==> src/rtl/lane_spawn_scheduler.sv <==
// Round-robin spawn scheduler: once per game tick, grants each requesting lane
// in turn, decides car/log spawn from the shared random word, applies a
// per-lane cooldown, and requests a generator reset on all-ones lock-up.
//
// state | meaning
// IDLE  | waiting for tick; grant/busy low; lock-up detection active
// SERVE | a grant is on the outputs; next pending lane is chosen each cycle
module lane_spawn_scheduler #(
  parameter int LANES     = 8,
  parameter int WIDTH     = 16,
  parameter int DENS_BITS = 4,
  parameter int COOLDOWN  = 3
) (
  input  logic                     clk,
  input  logic                     reset,
  input  logic                     tick,
  input  logic [LANES-1:0]         req,
  input  logic [WIDTH-1:0]         rand_in,
  input  logic [DENS_BITS-1:0]     density,
  output logic [LANES-1:0]         grant,
  output logic [$clog2(LANES)-1:0] lane_idx,
  output logic                     spawn,
  output logic                     busy,
  output logic                     tick_missed,
  output logic                     lfsr_reset
);

  localparam int IW = $clog2(LANES);
  localparam int CW = 4;

  typedef enum logic {IDLE, SERVE} state_t;

  state_t            state, state_next;
  logic [LANES-1:0]  pending;
  logic [LANES-1:0]  cand;
  logic [LANES-1:0]  cool_zero;
  logic [LANES-1:0]  sel_onehot;
  logic [CW-1:0]     cool [LANES];
  logic [IW-1:0]     rr_ptr;
  logic [IW-1:0]     sel_idx;
  logic [IW-1:0]     rr_next;
  logic              sel_valid;
  logic              spawn_next;
  logic              all_ones;
  logic              lock_seen;

  // Lanes whose cooldown has expired
  always_comb begin
    cool_zero = '0;
    for (int i = 0; i < LANES; i++) cool_zero[i] = (cool[i] == '0);
  end

  // State register
  always_ff @(posedge clk or negedge reset) begin
    if (!reset) state <= IDLE;
    else        state <= state_next;
  end

  // Next state: stay in SERVE as long as something is left to grant this cycle
  always_comb begin
    state_next = IDLE;
    case (state)
      IDLE:    state_next = sel_valid ? SERVE : IDLE;
      SERVE:   state_next = sel_valid ? SERVE : IDLE;
      default: state_next = IDLE;
    endcase
  end

  // Output comb: candidate set, round-robin pick and spawn decision for this cycle.
  // In IDLE the tick snapshot is picked from directly so the first grant lands
  // on the cycle right after the tick.
  always_comb begin
    int j;
    j          = 0;
    cand       = (state == SERVE) ? pending : (tick ? (req & cool_zero) : '0);
    sel_valid  = 1'b0;
    sel_idx    = '0;
    for (int k = 0; k < LANES; k++) begin
      j = int'(rr_ptr) + k;
      if (j >= LANES) j = j - LANES;
      if (!sel_valid && cand[IW'(j)]) begin
        sel_valid = 1'b1;
        sel_idx   = IW'(j);
      end
    end
    sel_onehot = sel_valid ? (LANES'(1) << sel_idx) : '0;
    spawn_next = sel_valid && (rand_in[DENS_BITS-1:0] < density);
    rr_next    = (sel_idx == IW'(LANES - 1)) ? '0 : sel_idx + 1'b1;
    all_ones   = &rand_in;
  end

  // Registered outputs, pending set, pointer, cooldowns and lock-up tracking
  always_ff @(posedge clk or negedge reset) begin
    if (!reset) begin
      grant       <= '0;
      lane_idx    <= '0;
      spawn       <= 1'b0;
      busy        <= 1'b0;
      tick_missed <= 1'b0;
      lfsr_reset  <= 1'b0;
      lock_seen   <= 1'b0;
      rr_ptr      <= '0;
      pending     <= '0;
      for (int i = 0; i < LANES; i++) cool[i] <= '0;
    end else begin
      grant       <= sel_onehot;
      lane_idx    <= sel_valid ? sel_idx : '0;
      spawn       <= spawn_next;
      busy        <= sel_valid;
      pending     <= cand & ~sel_onehot;
      tick_missed <= tick_missed | (tick && (state == SERVE));
      if (sel_valid) rr_ptr <= rr_next;
      // One pulse per lock-up episode; re-armed once a non-all-ones word is seen
      lfsr_reset  <= (state == IDLE) && all_ones && !lock_seen;
      lock_seen   <= all_ones && (lock_seen || (state == IDLE));
      for (int i = 0; i < LANES; i++) begin
        if (spawn_next && (sel_idx == IW'(i)))
          cool[i] <= CW'(COOLDOWN);
        else if ((state == IDLE) && tick && !cool_zero[i])
          cool[i] <= cool[i] - 1'b1;
      end
    end
  end

endmodule

==> config.mk <==
export PLATFORM = sky130hd
export DESIGN_NAME = lane_spawn_scheduler
export DESIGN_NICKNAME = d
export VERILOG_FILES = /design/src/rtl/lane_spawn_scheduler.sv
export SDC_FILE = /design/constraint.sdc
export NUM_CORES = 1
export LEC_CHECK = 0
export ABC_AREA = 1
export BUFFER_PORTS_ARGS = -buffer_cell sky130_fd_sc_hd__buf_4
export CORE_ASPECT_RATIO = 1.5
export CORE_MARGIN = 2
export CORE_UTILIZATION = 59
export CTS_CLUSTER_DIAMETER = 30
export DETAILED_ROUTE_END_ITERATION = 16
export PLACE_DENSITY = 0.8
export SETUP_SLACK_MARGIN = 0.4
export SLEW_MARGIN = 5
export SYNTH_ARGS = -nofsm -noshare
export SYNTH_HDL_FRONTEND = slang
export SYNTH_SLANG_ARGS = --single-unit
==> constraint.sdc <==
create_clock -name clk -period 3.98 [get_ports clk]
set_input_delay 0.597 -clock clk [delete_from_list [all_inputs] [get_ports clk]]
set_output_delay 0.597 -clock clk [all_outputs]
set_load 0.01 [all_outputs]
==> metrics.cfg <==
[setup_path]
cpLargestDelayFamily=simple AND/OR/NAND/NOR gates
crit_type=reg -> reg
crit_slowest_cell=dfrtp_2
path_cells=clkinv_1 > ha_2 > inv_1 > nand3_1 > nand3_1 > nand2_2 > nand4_4 > nor2_4 > nand2_1 > o21ai_0 > nor2_1 > o21ai_1 > ha_2 > nand3_1 > inv_2 > nand2_2 > nand2_1
worstSetupStartpoint=rr_ptr[1]
crit_required_ns=4.26
setup.worst_path.end_class=flip-flop
arrival_ns=3.52
start_kind=flip-flop
regToRegStartpoint=rr_ptr[1]
cpPeakStageDelay_ns=0.47
path_max_fanout=8
path_common_cell=nand3_1
crit_buf_inv=3

[timing]
rsz0062_at_grt=no
final_max_slew_viol_count=0
worst_pin_slew_ns=0.832
tns_ns=0
report.final.hold_viol_count=0
post-route-period-util=0.815
fin_crit_ns=3.25
max_slew_margin=0.442
fin_hold_ws_ns=0.301
max_freq_mhz=308
skew_ns=0.0106
setup_violations=0

[yosys]
avgSynthCellArea_sq_um=8.22
synth_ff_type=dfrtp_1
async_reset_ff_frac=1.00
ys_types=49
netlist_area_sq_um=4110
synth_edf_count=0
synth-seq-cells=59
synth.yosys.warnings=0
ys_seq_area_frac=0.359
postSynthCellCount=500
synth_fp_nets=553

[placement]
port_buffers=45
routabilityCongestion=0.873
dp_hpwl_mm=7.33

[hold_path]
hold_class=in -> async

[routing]
drt_iter0_drc=257
route.detailed.drc=0
dr_total_vias=3431
drt-total-wl_mm=9.45
wl_per_cell_um=14.9
routed_via_density=5.41
first_pass_iters=4
antenna_left=0

[global_routing]
grt_max_degree=60
antenna_found_initial=0
grt_pass1_vias=3564
groute.usage.overall=0.265
grt_pass1_wl_mm=15.8
grt_overflow=0

[clocking]
htreeDepth=3
cts_tree=done
cts_buffer_depth=2
clkTransAtPathRegs_ns=0.06
cts_hold_buf=0
cts_made_buffers=9
clock_latency_ns=0.34
cts.sinks=59
cts_root_buf=clkbuf_8

[die]
fp.dieH_um=106
start_util=0.604
die_w_um=72.2
core_area_sq_um=6810
ioPinCount=46
dieArea_sq_um=7670
std_cell_rows=37

[finish]
nNetsFinal=604
fillCellCount=555
antenna_cells=0
syn_to_final_growth_pct=14.9
layout-drive-gt1-share=0.252
fin_util=0.694

[job]
cap_violations=0

[outcome]
status=finished clean

==> flip-flops by register name, indices dropped and copies added, names as in the netlist <==
name / count
rr_ptr: 3
lane_idx: 3
lfsr_reset: 1
busy: 1
pending: 8
cool: 32
lock_seen: 1
spawn: 1
tick_missed: 1
grant: 8
==> cell families (layout without fill, tap and decap cells) <==
group                      count (synthesis)  count (layout)  share of synthesized area
and+or+nand+nor                          251             251                      0.332
buffers and inverters                     93             149                      0.101
DFF                                       59              59                      0.359
AOI/OAI and AO/OA                         58              58                      0.101
adders and majority gates                 22              22                     0.0669
xor gates and xnor gates                  15              15                     0.0356
muxes                                      2               2                    0.00487
==> path summary, 6_finish.rpt <==
kind,end,slack [ns],cells after the start
worst max register to register,cool[5],0.73,17
worst min register to register,lfsr_reset,0.45,1
worst min-delay path,lfsr_reset,0.30,1
max in group asynchronous,busy,3.15,1
worst max-delay path,cool[5],0.73,17
min in group clk,lfsr_reset,0.45,1
==> stage by stage <==
step           instances  setup slack, ns  instance area, sq um
2_1_floorplan        500            0.980                  4110
3_3_place_gp         618            0.543                  4470
3_5_place_dp         618            0.443                  4470
4_1_cts              634            0.418                  4700
5_1_grt              634            0.438                  4720
6_report             634            0.735                  4720
==> worst reg2reg max path, cell delays in order, from the launching register on <==
cell      delay, ns
dfrtp_2        0.47
clkinv_1       0.12
ha_2           0.41
inv_1          0.17
nand3_1        0.16
nand3_1        0.10
nand2_2        0.14
nand4_4        0.14
nor2_4         0.16
nand2_1        0.08
o21ai_0        0.15
nor2_1         0.08
o21ai_1        0.19
ha_2           0.27
nand3_1        0.22
inv_2          0.20
nand2_2        0.08
nand2_1        0.07
==> Yosys cell counts, types with 8 or more instances <==
master / count / area, sq um
dfrtp_1: 59 / 1480
a21oi_1: 8 / 40.0
xor2_1: 9 / 78.8
nor2_1: 45 / 169
ha_1: 22 / 275
nand4_1: 11 / 68.8
nand2_1: 95 / 357
o21ai_0: 21 / 105
nand3_1: 44 / 220
inv_1: 77 / 289
nand2_4: 8 / 90.1
nand3_2: 15 / 150
==> cell usage in the layout, fill, tap and decap left out, types with 7 or more instances in the layout <==
master,n
dfrtp_1,57
ha_1,19
nor2_4,7
buf_4,48
clkbuf_8,11
a21oi_1,8
inv_1,77
nand4_1,11
xor2_1,9
nor2_1,44
inv_2,7
o21ai_0,20
nand3_2,15
nand2_4,7
nand2_1,95
nand3_1,44
==> layer usage <==
metal	up-vias	global-route usage	part of all wire
li1	1709	-	-
met1	1637	0.286	0.38
met2	57	0.482	0.56
met3	28	0.0455	0.021
met4	0	0.132	0.037
met5	-	0	0
==> layout make-up <==
cell class	instances	area, sq um	area share
Inverter	85	319	0.0675
Multi-Input combinational cell	348	2240	0.474
Sequential cell	59	1480	0.313
Clock buffer	12	155	0.0328
Tap cell	78	97.6	0.0207
Timing Repair Buffer	48	360	0.0763
Clock inverter	4	72.6	0.0154
==> timing repair <==
| item | 4_1_cts | 5_1_grt |
|---|---|---|
| endpoints found under the setup margin | 0 | 40 |
| resized for setup | 0 | 8 |
| buffers inserted | 0 | 0 |
Power is left out: the tool's default activity adds up to more than one toggle a clock period on the data nets, which glitch-free logic cannot reach.
